$ cat src/rtl/fios_srv_pkg.sv
`default_nettype none
// ============================================================================
// Module   : fios_srv_pkg
// Brief    : Shared types and constants for the FIOS operand/result server.
// Revision : 1.0 - initial release
// ============================================================================
package fios_srv_pkg;

    localparam int LIMB_W = 17;

    typedef enum logic [1:0] {
        IDLE = 2'd0,
        RUN  = 2'd1,
        DONE = 2'd2
    } srv_state_t;

    localparam logic [1:0] SEL_A      = 2'd0;
    localparam logic [1:0] SEL_B      = 2'd1;
    localparam logic [1:0] SEL_P      = 2'd2;
    localparam logic [1:0] SEL_PPRIME = 2'd3;

endpackage
`default_nettype wire

$ cat src/rtl/fios_operand_server_limb_ptr.sv
`default_nettype none
// ============================================================================
// Module   : fios_limb_ptr
// Brief    : Wrapping modulo-S limb pointer with clear and advance inputs.
//            o_ptr_nx exposes the value the pointer takes at the next edge.
// Revision : 1.0 - initial release
// ============================================================================
module fios_limb_ptr #(
    parameter int S      = 8,
    parameter int ADDR_W = $clog2(S)
) (
    input  logic              clk,
    input  logic              rst,
    input  logic              i_clr,
    input  logic              i_adv,
    output logic [ADDR_W-1:0] o_ptr,
    output logic [ADDR_W-1:0] o_ptr_nx
);

    logic [ADDR_W-1:0] r_ptr;

    always_comb begin
        o_ptr_nx = r_ptr;
        if (i_clr) begin
            o_ptr_nx = '0;
        end else if (i_adv) begin
            o_ptr_nx = (r_ptr == ADDR_W'(S - 1)) ? '0 : r_ptr + ADDR_W'(1);
        end
    end

    always_ff @(posedge clk or posedge rst) begin
        if (rst) begin
            r_ptr <= '0;
        end else begin
            r_ptr <= o_ptr_nx;
        end
    end

    assign o_ptr = r_ptr;

endmodule
`default_nettype wire

$ cat src/rtl/fios_operand_server.sv
`default_nettype none
// ============================================================================
// Module   : fios_operand_server
// Brief    : Host-facing operand/result server for the FIOS cascade multiplier.
//            Optional macro FIOS_SRV_RES_CNT_CHECK_EN flags a short result count.
// Revision : 1.0 - initial release
// ============================================================================
module fios_operand_server
    import fios_srv_pkg::*;
#(
    parameter int S     = 8,
    parameter int PE_NB = 8
) (
    input  logic                      clock_i,
    input  logic                      reset_i,
    input  logic                      wr_en_i,
    input  logic [1:0]                wr_sel_i,
    input  logic [$clog2(S)-1:0]      wr_addr_i,
    input  logic [LIMB_W-1:0]         wr_data_i,
    input  logic                      start_i,
    input  logic [$clog2(S)-1:0]      rd_addr_i,
    output logic [LIMB_W-1:0]         rd_data_o,
    output logic                      busy_o,
    output logic                      done_o,
    output logic                      err_o,
    output logic                      fios_start_o,
    output logic [LIMB_W-1:0]         fios_p_prime_0_o,
    output logic [PE_NB*LIMB_W-1:0]   fios_a_o,
    output logic [LIMB_W-1:0]         fios_b_o,
    output logic [LIMB_W-1:0]         fios_p_o,
    input  logic                      fios_a_shift_i,
    input  logic                      fios_b_fetch_i,
    input  logic                      fios_p_fetch_i,
    input  logic                      fios_RES_push_i,
    input  logic [LIMB_W-1:0]         fios_RES_i,
    input  logic                      fios_done_i
);

    localparam int ADDR_W = $clog2(S);
    localparam int RES_W  = $clog2(S + 1);
    localparam int A_MAX  = ((S + PE_NB - 1) / PE_NB) * PE_NB;
    localparam int AB_W   = $clog2(A_MAX + PE_NB);

    srv_state_t r_state;
    srv_state_t w_state_nx;

    logic [LIMB_W-1:0] r_a_mem   [S];
    logic [LIMB_W-1:0] r_b_mem   [S];
    logic [LIMB_W-1:0] r_p_mem   [S];
    logic [LIMB_W-1:0] r_res_mem [S];
    logic [LIMB_W-1:0] w_a_mem_nx [S];

    logic [AB_W-1:0]         r_a_base;
    logic [AB_W-1:0]         w_a_base_nx;
    logic [RES_W-1:0]        r_res_ptr;
    logic [ADDR_W-1:0]       w_b_ptr;
    logic [ADDR_W-1:0]       w_b_ptr_nx;
    logic [ADDR_W-1:0]       w_p_ptr;
    logic [ADDR_W-1:0]       w_p_ptr_nx;
    logic [PE_NB*LIMB_W-1:0] w_a_win;
    logic [LIMB_W-1:0]       w_b_srv;
    logic [LIMB_W-1:0]       w_p_srv;

    logic                    r_err;
    logic                    r_start;
    logic [LIMB_W-1:0]       r_pprime;
    logic [PE_NB*LIMB_W-1:0] r_fios_a;
    logic [LIMB_W-1:0]       r_fios_b;
    logic [LIMB_W-1:0]       r_fios_p;
    logic [LIMB_W-1:0]       r_rd;

    logic w_in_run;
    logic w_start_acc;
    logic w_wr_acc;
    logic w_wr_a;
    logic w_wr_b;
    logic w_wr_p;
    logic w_wr_pp;
    logic w_push_ok;
    logic w_push_ovf;
    logic w_cnt_err;
    logic w_err_set;

    assign w_in_run    = (r_state == RUN);
    assign w_start_acc = start_i && !w_in_run;
    assign w_wr_acc    = wr_en_i && !w_in_run;
    assign w_wr_a      = w_wr_acc && (wr_sel_i == SEL_A);
    assign w_wr_b      = w_wr_acc && (wr_sel_i == SEL_B);
    assign w_wr_p      = w_wr_acc && (wr_sel_i == SEL_P);
    assign w_wr_pp     = w_wr_acc && (wr_sel_i == SEL_PPRIME);
    assign w_push_ok   = w_in_run && fios_RES_push_i && (r_res_ptr != RES_W'(S));
    assign w_push_ovf  = w_in_run && fios_RES_push_i && (r_res_ptr == RES_W'(S));

`ifdef FIOS_SRV_RES_CNT_CHECK_EN
    logic [RES_W-1:0] w_res_cnt_nx;
    assign w_res_cnt_nx = r_res_ptr + {{(RES_W-1){1'b0}}, w_push_ok};
    assign w_cnt_err    = w_in_run && fios_done_i && (w_res_cnt_nx != RES_W'(S));
`else
    assign w_cnt_err    = 1'b0;
`endif

    assign w_err_set = (w_in_run && (wr_en_i || start_i)) || w_push_ovf || w_cnt_err;

    always_ff @(posedge clock_i or posedge reset_i) begin
        if (reset_i) begin
            r_state <= IDLE;
        end else begin
            r_state <= w_state_nx;
        end
    end

    always_comb begin
        w_state_nx = r_state;
        case (r_state)
            IDLE, DONE: if (start_i)     w_state_nx = RUN;
            RUN:        if (fios_done_i) w_state_nx = DONE;
            default:                     w_state_nx = IDLE;
        endcase
    end

    // Limb stores and result buffer deliberately keep their contents across reset.
    always_ff @(posedge clock_i) begin
        if (w_wr_a)    r_a_mem[wr_addr_i] <= wr_data_i;
        if (w_wr_b)    r_b_mem[wr_addr_i] <= wr_data_i;
        if (w_wr_p)    r_p_mem[wr_addr_i] <= wr_data_i;
        if (w_push_ok) r_res_mem[r_res_ptr[ADDR_W-1:0]] <= fios_RES_i;
    end

    fios_limb_ptr #(.S(S), .ADDR_W(ADDR_W)) u_b_ptr (
        .clk      (clock_i),
        .rst      (reset_i),
        .i_clr    (w_start_acc),
        .i_adv    (w_in_run && fios_b_fetch_i),
        .o_ptr    (w_b_ptr),
        .o_ptr_nx (w_b_ptr_nx)
    );

    fios_limb_ptr #(.S(S), .ADDR_W(ADDR_W)) u_p_ptr (
        .clk      (clock_i),
        .rst      (reset_i),
        .i_clr    (w_start_acc),
        .i_adv    (w_in_run && fios_p_fetch_i),
        .o_ptr    (w_p_ptr),
        .o_ptr_nx (w_p_ptr_nx)
    );

    // Served limbs are built from next-cycle pointers and store contents, so a
    // write coinciding with start shows up together with the start pulse.
    assign w_b_srv = (w_wr_b && (wr_addr_i == w_b_ptr_nx)) ? wr_data_i : r_b_mem[w_b_ptr_nx];
    assign w_p_srv = (w_wr_p && (wr_addr_i == w_p_ptr_nx)) ? wr_data_i : r_p_mem[w_p_ptr_nx];

    always_comb begin
        w_a_base_nx = r_a_base;
        if (w_start_acc) begin
            w_a_base_nx = '0;
        end else if (w_in_run && fios_a_shift_i && (r_a_base != AB_W'(A_MAX))) begin
            w_a_base_nx = r_a_base + AB_W'(PE_NB);
        end
    end

    always_comb begin
        for (int i = 0; i < S; i++) begin
            w_a_mem_nx[i] = (w_wr_a && (wr_addr_i == ADDR_W'(i))) ? wr_data_i : r_a_mem[i];
        end
    end

    for (genvar k = 0; k < PE_NB; k++) begin : g_win
        logic [AB_W-1:0] w_idx;
        assign w_idx = w_a_base_nx + AB_W'(k);
        assign w_a_win[k*LIMB_W +: LIMB_W] =
            (w_idx < AB_W'(S)) ? w_a_mem_nx[w_idx[ADDR_W-1:0]] : '0;
    end

    always_ff @(posedge clock_i or posedge reset_i) begin
        if (reset_i) begin
            r_a_base  <= '0;
            r_res_ptr <= '0;
            r_err     <= 1'b0;
            r_start   <= 1'b0;
            r_pprime  <= '0;
            r_fios_a  <= '0;
            r_fios_b  <= '0;
            r_fios_p  <= '0;
            r_rd      <= '0;
        end else begin
            r_a_base <= w_a_base_nx;
            r_start  <= w_start_acc;
            r_fios_a <= w_a_win;
            r_fios_b <= w_b_srv;
            r_fios_p <= w_p_srv;
            r_rd     <= r_res_mem[rd_addr_i];
            if (w_wr_pp) begin
                r_pprime <= wr_data_i;
            end
            if (w_start_acc) begin
                r_res_ptr <= '0;
            end else if (w_push_ok) begin
                r_res_ptr <= r_res_ptr + RES_W'(1);
            end
            if (w_start_acc) begin
                r_err <= 1'b0;
            end else if (w_err_set) begin
                r_err <= 1'b1;
            end
        end
    end

    assign rd_data_o        = r_rd;
    assign busy_o           = (r_state == RUN);
    assign done_o           = (r_state == DONE);
    assign err_o            = r_err;
    assign fios_start_o     = r_start;
    assign fios_p_prime_0_o = r_pprime;
    assign fios_a_o         = r_fios_a;
    assign fios_b_o         = r_fios_b;
    assign fios_p_o         = r_fios_p;

endmodule
`default_nettype wire

$ cat config.mk
export PLATFORM = sky130hd
export DESIGN_NAME = fios_operand_server
export DESIGN_NICKNAME = d
export VERILOG_FILES = /design/src/rtl/fios_srv_pkg.sv /design/src/rtl/fios_operand_server_limb_ptr.sv /design/src/rtl/fios_operand_server.sv
export SDC_FILE = /design/constraint.sdc
export NUM_CORES = 1
export LEC_CHECK = 0
export BUFFER_PORTS_ARGS = -buffer_cell sky130_fd_sc_hd__buf_4
export CORE_UTILIZATION = 40
export DETAILED_ROUTE_END_ITERATION = 16
export PLACE_DENSITY = 0.63
export SYNTH_ARGS = -nofsm -noshare
export SYNTH_HDL_FRONTEND = slang
export SYNTH_SLANG_ARGS = --single-unit
$ cat constraint.sdc
create_clock -name clock_i -period 6.4 [get_ports clock_i]
set_input_delay 0.64 -clock clock_i [delete_from_list [all_inputs] [get_ports clock_i]]
set_output_delay 0.64 -clock clock_i [all_outputs]
set_load 0.005 [all_outputs]
Yosys cells after proc, flatten, opt, wreduce, memory -nomap -nowiden
Memories as Yosys holds them, arrays and structs flattened. A register that Yosys moved wholly into a read port is not among the register bits.
Cells that the tools add are included.
{"block": "totals", "latchBits": 0, "out_inout_bits": 208, "mem_bits_ro": 0, "ff_bits": 171, "mem_bits_rw": 544, "memories": 4, "inputBits": 51}
{"memory": "r_a_mem", "words": 8, "width": 17, "read_ports": 8, "rd_clocked_by_memory_dff": 0, "wr": 1, "line": "fios_operand_server.sv:47", "text": "logic [LIMB_W-1:0] r_a_mem [S];"}
{"memory": "r_b_mem", "words": 8, "width": 17, "read_ports": 1, "rd_clocked_by_memory_dff": 1, "wr": 1, "line": "fios_operand_server.sv:48", "text": "logic [LIMB_W-1:0] r_b_mem [S];"}
{"memory": "r_p_mem", "words": 8, "width": 17, "read_ports": 1, "rd_clocked_by_memory_dff": 1, "wr": 1, "line": "fios_operand_server.sv:49", "text": "logic [LIMB_W-1:0] r_p_mem [S];"}
{"memory": "r_res_mem", "words": 8, "width": 17, "read_ports": 1, "rd_clocked_by_memory_dff": 1, "wr": 1, "line": "fios_operand_server.sv:50", "text": "logic [LIMB_W-1:0] r_res_mem [S];"}
{"block": "classes", "n_mul": 0, "bitwise_logic": 8, "n_shift": 0, "mux": 63, "n_div": 0, "reduce_logical": 32, "n_addsub": 11, "n_eq_ne": 19, "magnitude_cmp": 16}
{"operator": "17-bit 2-to-1 mux", "count": 32}
{"operator": "17-bit binary-select mux with 3-bit select", "count": 8}
{"operator": "4-bit greater-or-equal comparator (second input constant)", "count": 8}
{"operator": "4-bit less-than comparator (second input constant)", "count": 8}
{"operator": "3-bit inverter with 4-bit output", "count": 8}
{"operator": "1-bit logical AND", "count": 22}
{"operator": "3-bit == test (second input constant)", "count": 6}
{"operator": "3-bit 2-to-1 mux", "count": 6}
{"operator": "4-bit by 3-bit adder with 4-bit output (second input constant)", "count": 4}
{"operator": "4-bit 2-to-1 mux", "count": 4}
{"operator": "1-bit 2-to-1 mux", "count": 10}
{"operator": "4-bit by 1-bit adder with 4-bit output (second input constant)", "count": 2}
{"operator": "4-bit by 2-bit adder with 4-bit output (second input constant)", "count": 2}
{"operator": "4-bit inequality test (second input constant)", "count": 2}
{"operator": "3-bit by 1-bit adder with 3-bit output (second input constant)", "count": 2}
{"operator": "2-bit == test (second input constant)", "count": 3}
{"operator": "3-bit by 2-bit == test with 1-bit output (second input constant)", "count": 2}
{"operator": "4-bit adder (second input constant)", "count": 1}
{"operator": "2-bit by 1-bit == test with 1-bit output (second input constant)", "count": 2}
{"operator": "4-bit == test (second input constant)", "count": 1}
{"operator": "2-bit zero test", "count": 2}
{"operator": "2-bit 2-to-1 mux", "count": 2}
{"operator": "2-bit inequality test (second input constant)", "count": 2}
{"operator": "2-bit one-hot mux with 2 select lines", "count": 1}
{"operator": "7 further kinds", "count": 9}

Logic depth before layout (Yosys ltp)
Gate-level depths: netlist of the first run.
{"block": "logic_depth", "depth_word": 11, "ltp_mapped": 13, "depth_no_buf": 9}

Hierarchy
Synthesis of the first run repeated with hierarchy kept, for this count alone.
{"block": "hier_totals", "cells_unflattened": 1891, "hier_area_um2": 31929.4}
{"mod": "fios_operand_server", "n_inst": 1, "area_each_um2": 31619.1, "seq_area_each_um2": 21740.9, "cells_each": 1865}
{"mod": "fios_limb_ptr", "n_inst": 2, "area_each_um2": 155.1, "seq_area_each_um2": 75.1, "cells_each": 13}

Least setup slack after synthesis of the first run
OpenSTA, ideal clock, no wires.
{"block": "synth_path", "path_kind": "flip-flop to flip-flop", "start": "reg r_state[1]", "end": "reg r_fios_a[85] (netlist: fios_a_o[85])", "arrival_time_ps": 2996, "path_stages_with_launch": 12, "setup_slack_ps": 3257, "period_less_slack_ps": 3143, "path_buffers": 5, "setup_time_ps": 147, "path_cell_list": "dfrtp_1 nand2b_1 buf_6 nand2_1 nand2_1 buf_1 ha_1 clkbuf_1 clkbuf_1 clkbuf_1 mux2i_1 o22ai_1"}
{"block": "synth_between", "elab_chain_len": 11}
{"item": "start: declaration", "line": "fios_operand_server.sv:44", "text": "srv_state_t r_state;"}
{"item": "start signal: assignment", "line": "fios_operand_server.sv:108", "text": "r_state <= w_state_nx;"}
{"item": "2-bit by 1-bit == test with 1-bit output (*)", "line": "fios_operand_server.sv:84", "text": "assign w_in_run = (r_state == RUN);"}
{"item": "1-bit logical AND (2 in a row)", "line": "fios_operand_server.sv:156", "text": "end else if (w_in_run && fios_a_shift_i && (r_a_base != AB_W'(A_MAX))) begin"}
{"item": "4-bit 2-to-1 mux", "line": "fios_operand_server.sv:156"}
{"item": "4-bit 2-to-1 mux", "line": "fios_operand_server.sv:154", "text": "if (w_start_acc) begin"}
{"item": "4-bit by 3-bit adder with 4-bit output", "line": "fios_operand_server.sv:169", "text": "assign w_idx = w_a_base_nx + AB_W'(k);"}
{"item": "3-bit inverter with 4-bit output (not written as such)", "line": "fios_operand_server.sv:171", "text": "(w_idx < AB_W'(S)) ? w_a_mem_nx[w_idx[ADDR_W-1:0]] : '0;"}
{"item": "17-bit binary-select mux with 3-bit select", "line": "fios_operand_server.sv:171"}
{"item": "17-bit 2-to-1 mux (not written as such) (2 in a row)", "line": "fios_operand_server.sv:171"}
{"item": "17-bit 2-to-1 mux (*)", "line": "fios_operand_server.sv:171"}
{"item": "net w_a_win[85]", "line": "fios_operand_server.sv:60", "text": "logic [PE_NB*LIMB_W-1:0] w_a_win;"}
{"item": "end signal: assignment", "line": "fios_operand_server.sv:188", "text": "r_fios_a <= w_a_win;"}
{"item": "end: declaration", "line": "fios_operand_server.sv:67", "text": "logic [PE_NB*LIMB_W-1:0] r_fios_a;"}
Mark *: on every way through the listed nets, which the timed path passes. The rest lies on a longest branch. The select of a mux whose other input is x is not followed.
A chain may end at the register's enable or synchronous reset.

Worst setup path after layout of the first run
{"block": "layout_path", "start": "reg r_state[1]", "end": "reg r_fios_p[13] (netlist: fios_p_o[13]), read port of r_p_mem"}
{"block": "layout_between", "elab_chain_len": 4}
{"item": "2-bit by 1-bit == test with 1-bit output (*)", "line": "fios_operand_server.sv:84"}
{"item": "1-bit logical AND / 1-bit zero test (equally long branches)", "line": "fios_operand_server.sv:142, fios_operand_server.sv:85"}
{"item": "3-bit 2-to-1 mux / 1-bit logical AND (equally long branches)", "line": "fios_operand_server_limb_ptr.sv:26, fios_operand_server.sv:85"}
{"item": "3-bit 2-to-1 mux (*)", "line": "fios_operand_server_limb_ptr.sv:24", "text": "if (i_clr) begin"}
{"item": "end: declaration", "line": "fios_operand_server.sv:69", "text": "logic [LIMB_W-1:0] r_fios_p;"}
Mark *: on every way between the ends. The rest lies on a longest branch, timed or not.

==> impl_results.html, run 1 <==
<table>
<tr><th>Metric</th><th>Value</th></tr>
<tr><th colspan="2">Global route</th></tr>
<tr><td>Aggregate global-route resource usage</td><td>around a fifth</td></tr>
<tr><td>Vias in the first global route</td><td>between 20,000 and 25,000</td></tr>
<tr><td>Wire length of the first global-routing pass</td><td>~130,000 um</td></tr>
<tr><td>Antenna violations before repair</td><td>11</td></tr>
<tr><td>Total gr overflow</td><td>0</td></tr>
<tr><td>Maximum number of pins on one net before global-route repair</td><td>70</td></tr>
<tr><th colspan="2">Worst setup path</th></tr>
<tr><td>CP Class</td><td>flip-flop to flip-flop</td></tr>
<tr><td>Critical path startpoint category</td><td>flip-flop</td></tr>
<tr><td>Startpoint of the worst register-to-register path</td><td>r_state[1]</td></tr>
<tr><td>Endpoint type of the worst setup path</td><td>flip-flop</td></tr>
<tr><td>Worst setup startpoint</td><td>r_state[1]</td></tr>
<tr><td>Critical path destination</td><td>fios_p_o[13]</td></tr>
<tr><td>CP Data Arrival Time</td><td>4690 ps</td></tr>
<tr><td>Max stage delay cell, worst path</td><td>a32oi_4</td></tr>
<tr><td>Data required time at the worst endpoint</td><td>between 6000 and 7000 ps</td></tr>
<tr><td>Cells on worst reg2reg path</td><td>8</td></tr>
<tr><td>Max incr delay on CP</td><td>960 ps</td></tr>
<tr><td>Setup slack of the most critical reg-to-reg path</td><td>~2200 ps</td></tr>
<tr><td>Worst path cell trace</td><td>nand2b_1 -&gt; inv_4 -&gt; mux2i_1 -&gt; a32oi_4 -&gt; inv_2 -&gt; a2111oi_0 -&gt; nor4_1 -&gt; mux2_4</td></tr>
<tr><td>Reg-to-reg critical path endpoint</td><td>fios_p_o[13]</td></tr>
<tr><td>Maximum fanout encountered on the critical timing path</td><td>36</td></tr>
<tr><th colspan="2">Synth</th></tr>
<tr><td>Register bit total from synthesis</td><td>about 770</td></tr>
<tr><td>Netlist Area Pre-Place</td><td>0.0326 mm^2</td></tr>
<tr><td>Sequential element share of the synthesized area</td><td>between 60 and 70%</td></tr>
<tr><td>Fraction of registers with async set or reset after synthesis</td><td>29.0%</td></tr>
<tr><td>Cells after Synth</td><td>2,088</td></tr>
<tr><td>Per-instance average area after synthesis</td><td>15.6 um^2</td></tr>
<tr><td>EDFF count, synth</td><td>544</td></tr>
<tr><td>Most common flop cell mapped by yosys</td><td>edfxtp_1</td></tr>
<tr><td>Area contributors post-synth</td><td>edfxtp_1 (50%), dfrtp_1 (17%), mux2i_1 (8.5%)</td></tr>
<tr><td>Number of distinct library cells after synthesis</td><td>56</td></tr>
<tr><td>Net count of the mapped netlist</td><td>about 2,200</td></tr>
<tr><td>Yosys warning total</td><td>0</td></tr>
<tr><td>Leading area contributor after synthesis</td><td>edfxtp_1</td></tr>
<tr><td>Share of the synthesized area in the top cell type</td><td>50.1%</td></tr>
<tr><th colspan="2">Die</th></tr>
<tr><td>Number of primary I/O pins</td><td>259</td></tr>
<tr><td>Effective utilization at floorplan</td><td>approximately 40%</td></tr>
<tr><td>Area inside the core boundary</td><td>slightly above 0.08 mm^2</td></tr>
<tr><td>Vert. Die Dim</td><td>between 200 and 300 um</td></tr>
<tr><td>Area enclosed by the die boundary</td><td>between 0.08 and 0.09 mm^2</td></tr>
<tr><td>Core Rows</td><td>104</td></tr>
<tr><td>Floorplan die width</td><td>around 290 um</td></tr>
<tr><th colspan="2">Timing</th></tr>
<tr><td>Setup repair after global routing missed its margin</td><td>no</td></tr>
<tr><td>Number of endpoints with negative hold slack in the final report</td><td>0</td></tr>
<tr><td>Period utilisation layout</td><td>about two thirds</td></tr>
<tr><td>Highest attainable clock frequency</td><td>between 0.2 and 0.25 GHz</td></tr>
<tr><td>Post-route clock skew</td><td>between 20 and 25 ps</td></tr>
<tr><td>Fin crit period</td><td>around 4200 ps</td></tr>
<tr><td>Transition time at the pin with the least slew margin</td><td>roughly 1200 ps</td></tr>
<tr><td>Total negative setup slack</td><td>0 ps</td></tr>
<tr><td>Slew Viols, Final</td><td>0</td></tr>
<tr><td>Number of failing setup endpoints in the final timing report</td><td>0</td></tr>
<tr><td>Worst relative slew slack</td><td>approximately a fifth</td></tr>
<tr><th colspan="2">Power and ir drop</th></tr>
<tr><td>Worst supply voltage drop on vdd</td><td>0.210 mV</td></tr>
<tr><td>Static leakage</td><td>between 15 and 20 nW</td></tr>
<tr><td>Power Density</td><td>roughly 330 mW/mm^2</td></tr>
<tr><th colspan="2">Clock tree</th></tr>
<tr><td>TritonCTS clock tree</td><td>yes</td></tr>
<tr><td>Clock latency of the later-clocked register in the worst-skew pair</td><td>630 ps</td></tr>
<tr><td>Longest Clk Path Bufs</td><td>3</td></tr>
<tr><td>Root Driver</td><td>clkbuf_16</td></tr>
<tr><td>Buffer count from post-CTS setup fixing</td><td>0</td></tr>
<tr><td>Worst-path clk slew</td><td>60 ps</td></tr>
<tr><td>Hold-fix buffers at CTS</td><td>0</td></tr>
<tr><td># resized after CTS</td><td>0</td></tr>
<tr><td>TritonCTS buffer count</td><td>a little under 80</td></tr>
<tr><td>CTS H-tree lvls</td><td>3</td></tr>
<tr><td>Number of clock sinks</td><td>between 700 and 800</td></tr>
<tr><th colspan="2">Drt</th></tr>
<tr><td>Routed WL</td><td>89,600 um</td></tr>
<tr><td>Detailed-router iteration count before antenna repair</td><td>7</td></tr>
<tr><td>Vias after detailed routing</td><td>around 20,000</td></tr>
<tr><td>DRC violations left</td><td>0</td></tr>
<tr><td>Per-cell via count in the routed design</td><td>around 6.0</td></tr>
<tr><td>Antenna viol nets, final</td><td>0</td></tr>
<tr><td>Initial drt markers</td><td>around 1,700</td></tr>
<tr><td>Routed wirelength normalized by instance count</td><td>about 26 um</td></tr>
<tr><th colspan="2">Layout</th></tr>
<tr><td>Post-route design area</td><td>around 0.038 mm^2</td></tr>
<tr><td>Ratio of cells with drive above 1 in the final layout</td><td>23.3%</td></tr>
<tr><td>Area growth from synthesis to final layout</td><td>17.5%</td></tr>
<tr><td>Count of nets after finishing</td><td>2,355</td></tr>
<tr><th colspan="2">Placement</th></tr>
<tr><td>Estimated wirelength of the detail-placed design</td><td>around 55,000 um</td></tr>
<tr><td>Area after detailed placement</td><td>0.0356 mm^2</td></tr>
<tr><td>Final GP Congestion</td><td>0.835</td></tr>
<tr><td>Count of input and output buffers</td><td>approximately 260</td></tr>
<tr><th colspan="2">Run status</th></tr>
<tr><td>Result of the run</td><td>finished clean</td></tr>
<tr><th colspan="2">Job</th></tr>
<tr><td>Maximum Capacitance Violations</td><td>0</td></tr>
<tr><th colspan="2">Min path</th></tr>
<tr><td>Worst hold-check path type</td><td>input port to async pin</td></tr>
</table>
registers in the layout (all words and copies together), names as in the netlist, 2 cells and up:
signal            flops
fios_a_o            136
r_a_mem             136
r_b_mem             136
r_p_mem             136
r_res_mem           136
fios_b_o             17
fios_p_o             17
fios_p_prime_0_o     17
rd_data_o            17
r_a_base              4
r_res_ptr             4
u_b_ptr.o_ptr         3
u_p_ptr.o_ptr         3
r_state               2
layout by cell type, fill, tap and decap left out, types with 6 or more instances in the layout:
cell       count
xor2_1         6
a22o_1       137
clkinv_2      12
nor2_2         7
mux2_2        41
a221oi_1      68
nor2_1        27
a2111oi_0    136
nor4_1        34
and3_1       137
clkbuf_16     84
mux2_4        10
clkinv_1      11
mux2_1        17
ha_1          12
bufinv_16      9
dfrtp_1      222
clkbuf_8       6
nand2_1       20
edfxtp_1     544
o22ai_1       69
clkbuf_1      15
buf_4        313
xnor2_1       11
or4_1         10
inv_1         17
mux4_2        34
mux2i_1      276
synth_stat cells (35+ instances only):
master       n
clkbuf_1   154
a22o_1     137
a221oi_1    68
and3_1     137
a2111oi_0  136
nor2_1      36
edfxtp_1   544
mux2_2      41
mux2i_1    276
dfrtp_1    222
nor4_1      35
o22ai_1     69
layer usage:
| metal | global-route usage, % | up-vias | share of wire, % |
|---|---|---|---|
| met4 | 5.66 | 12 | 1.8 |
| met5 | 0 | - | 0.077 |
| met2 | 34.7 | 802 | 48 |
| met1 | 29.1 | 10500 | 43 |
| li1 | - | 8922 | - |
| met3 | 4.20 | 114 | 7.2 |
where the power goes:
part	internal, mW	total [mW]	switching, mW
Clock	2.83	4.73	1.90
Combinational	0.828	1.89	1.06
Sequential	5.67	5.87	0.202
per-stage QoR:
stage	hold WS [ps]	instances	power, mW	worst slack, ps	util, %
floorplan	478	2088	6.84	2860	-
finish	123	3419	12.5	2210	47.6
CTS	112	3416	12.6	2260	47.6
global route	161	3416	12.9	1980	47.6
global placement	493	3271	7.82	2470	44.2
detailed placement	496	3271	7.87	2250	44.2
cells by family (layout without fill, tap and decap cells):
family | after synthesis | in the layout | synth area share, %
mux | 378 | 378 | 13.3
flops | 766 | 766 | 67.1
compound gates | 428 | 428 | 11.0
xor+xnor | 17 | 17 | 0.457
simple gates | 273 | 273 | 4.95
other cells | 0 | 3 | 0
fa+ha+maj | 13 | 13 | 0.499
buf+inv | 213 | 481 | 2.68
cell type report:
class | count | area [um^2]
Antenna cell | 3 | 7.51
Clock buffer | 105 | 2240
Clock inverter | 40 | 448
Fill cell | 6788 | 42200
Inverter | 23 | 92.6
Multi-Input combinational cell | 1109 | 9980
Sequential cell | 766 | 21900
Tap cell | 1060 | 1330
Timing Repair Buffer | 313 | 2350
worst max-delay path, delay by kind of cell, from the launching register on:
family / cells / cell delay, ps
and+or+nand+nor: 2 / 570
AOI/OAI and AO/OA: 2 / 1620
buffers and inverters: 2 / 950
DFF: 1 / 400
muxes: 2 / 500
worst min-delay path by stage:
stage	to	slack, ps	from
global placement	fios_p_prime_0_o[15]	490	fios_p_prime_0_o[15]
finish	fios_a_o[26]	120	reset_i
global route	fios_a_o[96]	160	reset_i
detailed placement	fios_p_prime_0_o[4]	500	fios_p_prime_0_o[4]
CTS	fios_a_o[26]	110	reset_i
floorplan	err_o	480	err_o
(Power assumes the default switching activity.)
==> run 2, diff against run 1 <==
- clock period: 6.4 -> 3.5 ns (I/O delays scaled with it)
==> run 2 against run 1 <==
  * Count of clock-buffer cells in the layout rose by 11
  * Die area did not move
  * Via count rose by 1.4%
==> impl_results.html, run 2 (synthesis results as in run 1) <==
<table>
<tr><th>Metric</th><th>Value</th></tr>
<tr><th colspan="2">Run status</th></tr>
<tr><td>Result of the run</td><td>finished clean</td></tr>
<tr><th colspan="2">Timing</th></tr>
<tr><td>Post-route clock skew</td><td>~31 ps</td></tr>
<tr><td>Slew Viols, Final</td><td>0</td></tr>
<tr><td>Period utilisation layout</td><td>~91%</td></tr>
<tr><td>Number of failing setup endpoints in the final timing report</td><td>0</td></tr>
<tr><td>Transition time at the pin with the least slew margin</td><td>between 1000 and 1500 ps</td></tr>
<tr><td>Worst relative slew slack</td><td>a little over a fifth</td></tr>
<tr><td>Number of endpoints with negative hold slack in the final report</td><td>0</td></tr>
<tr><td>Fin crit period</td><td>around 3200 ps</td></tr>
<tr><td>Setup ws final</td><td>327 ps</td></tr>
<tr><td>Setup repair after global routing missed its margin</td><td>no</td></tr>
<tr><td>Highest attainable clock frequency</td><td>about 0.32 GHz</td></tr>
<tr><td>Hold WS</td><td>about 82 ps</td></tr>
<tr><td>Total negative setup slack</td><td>0 ps</td></tr>
<tr><th colspan="2">Die</th></tr>
<tr><td>Area inside the core boundary</td><td>just over 0.08 mm^2</td></tr>
<tr><td>Effective utilization at floorplan</td><td>between 40% and 50%</td></tr>
<tr><td>Floorplan die width</td><td>288 um</td></tr>
<tr><td>Vert. Die Dim</td><td>approximately 290 um</td></tr>
<tr><td>Core Rows</td><td>approximately 100</td></tr>
<tr><td>Number of primary I/O pins</td><td>259</td></tr>
<tr><td>Area enclosed by the die boundary</td><td>around 0.083 mm^2</td></tr>
<tr><th colspan="2">Drt</th></tr>
<tr><td>Routed WL</td><td>88,800 um</td></tr>
<tr><td>Routed wirelength normalized by instance count</td><td>approximately 26 um</td></tr>
<tr><td>Vias after detailed routing</td><td>20,600</td></tr>
<tr><td>Per-cell via count in the routed design</td><td>about 6</td></tr>
<tr><td>Initial drt markers</td><td>roughly 1,800</td></tr>
<tr><td>Detailed-router iteration count before antenna repair</td><td>6</td></tr>
<tr><td>Antenna viol nets, final</td><td>0</td></tr>
<tr><td>DRC violations left</td><td>0</td></tr>
<tr><th colspan="2">Global route</th></tr>
<tr><td>Aggregate global-route resource usage</td><td>21.3%</td></tr>
<tr><td>Wire length of the first global-routing pass</td><td>132,000 um</td></tr>
<tr><td>Antenna violations before repair</td><td>8</td></tr>
<tr><td>Vias in the first global route</td><td>20,200</td></tr>
<tr><td>Total gr overflow</td><td>0</td></tr>
<tr><td>Maximum number of pins on one net before global-route repair</td><td>slightly below 70</td></tr>
<tr><th colspan="2">Worst setup path</th></tr>
<tr><td>Setup slack of the most critical reg-to-reg path</td><td>330 ps</td></tr>
<tr><td>Reg-to-reg critical path endpoint</td><td>fios_a_o[100]</td></tr>
<tr><td>CP Class</td><td>flip-flop to flip-flop</td></tr>
<tr><td>Critical path startpoint category</td><td>flip-flop</td></tr>
<tr><td>CP Data Arrival Time</td><td>about 3700 ps</td></tr>
<tr><td>Startpoint of the worst register-to-register path</td><td>r_state[1]</td></tr>
<tr><td>Maximum fanout encountered on the critical timing path</td><td>19</td></tr>
<tr><td>Endpoint type of the worst setup path</td><td>flip-flop</td></tr>
<tr><td>Data required time at the worst endpoint</td><td>roughly 4000 ps</td></tr>
<tr><td>Cells on worst reg2reg path</td><td>8</td></tr>
<tr><th colspan="2">Placement</th></tr>
<tr><td>Final GP Congestion</td><td>between 0.8 and 0.9</td></tr>
<tr><td>Estimated wirelength of the detail-placed design</td><td>~56,000 um</td></tr>
<tr><td>Count of input and output buffers</td><td>258</td></tr>
<tr><td>Place WS</td><td>between 300 and 400 ps</td></tr>
<tr><th colspan="2">Power and ir drop</th></tr>
<tr><td>Flop pwr share</td><td>between 40 and 50%</td></tr>
<tr><td>Fraction of power spent switching nets</td><td>~26%</td></tr>
<tr><td>Design Power</td><td>~23 mW</td></tr>
<tr><td>Static leakage</td><td>~15 nW</td></tr>
<tr><td>Worst supply voltage drop on vdd</td><td>between 0.3 and 0.4 mV</td></tr>
<tr><td>Power Density</td><td>587 mW/mm^2</td></tr>
<tr><td>Fraction of power consumed by combinational cells</td><td>approximately 15%</td></tr>
<tr><td>Share of total power in the clock network</td><td>a little under two fifths</td></tr>
<tr><td>Switching power total</td><td>about 5.9 mW</td></tr>
<tr><td>P_int</td><td>between 15 and 20 mW</td></tr>
<tr><th colspan="2">Clock tree</th></tr>
<tr><td>Worst-path clk slew</td><td>60 ps</td></tr>
<tr><td>Root Driver</td><td>clkbuf_16</td></tr>
<tr><td># resized after CTS</td><td>0</td></tr>
<tr><td>TritonCTS clock tree</td><td>yes</td></tr>
<tr><td>Longest Clk Path Bufs</td><td>3</td></tr>
<tr><td>TritonCTS buffer count</td><td>around 80</td></tr>
<tr><td>Clock latency of the later-clocked register in the worst-skew pair</td><td>approximately 650 ps</td></tr>
<tr><td>CTS H-tree lvls</td><td>3</td></tr>
<tr><td>Hold-fix buffers at CTS</td><td>19</td></tr>
<tr><td>Buffer count from post-CTS setup fixing</td><td>0</td></tr>
<tr><td>Number of clock sinks</td><td>between 700 and 800</td></tr>
<tr><th colspan="2">Layout</th></tr>
<tr><td>Ratio of cells with drive above 1 in the final layout</td><td>24.3%</td></tr>
<tr><td>Most common cell after layout, fill and taps aside</td><td>edfxtp_1</td></tr>
<tr><td>Area growth from synthesis to final layout</td><td>19.4%</td></tr>
<tr><td>Count of nets after finishing</td><td>around 2,400</td></tr>
<tr><td>Leading cell types in the layout, fill and taps excluded</td><td>edfxtp_1 (544), buf_4 (340), mux2i_1 (276)</td></tr>
<tr><th colspan="2">Min path</th></tr>
<tr><td>Worst hold-check path type</td><td>input port to flip-flop</td></tr>
<tr><td>Hold Path Stages</td><td>1</td></tr>
<tr><td>Worst Min Path Start</td><td>wr_data_i[14]</td></tr>
<tr><td>Sink of the worst hold path</td><td>r_a_mem[2][14]</td></tr>
<tr><th colspan="2">Job</th></tr>
<tr><td>Maximum Capacitance Violations</td><td>0</td></tr>
</table>
[run 2: critical path: stages (launching register included)]
cell and delay, ps:
dfrtp_1 400, nand2b_1 230, nand2_1 300, inv_1 210, a211oi_2 490, and2_1 840
a2bb2oi_1 150, buf_4 250, o22ai_1 210
[run 2: how the worst max path moves through the flow]
stage / from / endpoint / cells past startpoint
6_report: r_state[1] / fios_a_o[100] / 8
5_1_grt: r_state[1] / fios_p_o[12] / 9
4_1_cts: r_state[1] / fios_p_o[15] / 9
3_5_place_dp: r_state[1] / fios_a_o[87] / 8
3_3_place_gp: wr_sel_i[1] / fios_a_o[2] / 8
2_1_floorplan: reset_i / err_o / 1
[run 2: power groups by stage]
stage	combinational (mW)	sequential, mW	clock (mW)
floorplan	1.69	10.8	0
global placement	3.41	10.9	0
detailed placement	3.46	10.9	0
CTS	3.49	10.7	8.83
global route	3.76	10.8	9.16
finish	3.48	10.7	8.67
[run 2: layout make-up]
| class | instances | area (um^2) |
|---|---|---|
| Fill cell | 6725 | 41600 |
| Timing Repair Buffer | 369 | 2940 |
| Tap cell | 1060 | 1330 |
| Multi-Input combinational cell | 1109 | 9950 |
| Antenna cell | 1 | 2.50 |
| Clock inverter | 38 | 334 |
| Clock buffer | 116 | 2410 |
| Sequential cell | 766 | 21900 |
| Inverter | 23 | 92.6 |
[run 2: per-layer routing]
layer  share of wire (%)  vias to the layer above  global-route usage [%]  wire (um)
met4                 2.4                       14                    6.50       2100
met1                  42                    10500                    29.0      37400
li1                    -                     9058                       -          -
met5                0.10                        -                       0         92
met3                 8.6                      142                    5.03       7630
met2                  47                      918                    33.7      41600
[run 2: stage by stage]
| stage | instances | util [%] | cell area, um^2 |
|---|---|---|---|
| after global placement | 3308 | 44.7 | 36000 |
| after global routing | 3482 | 48.4 | 39000 |
| after floorplan | 2088 | - | 32600 |
| after CTS | 3481 | 48.4 | 39000 |
| final | 3482 | 48.4 | 39000 |
| after detailed placement | 3308 | 44.7 | 36000 |
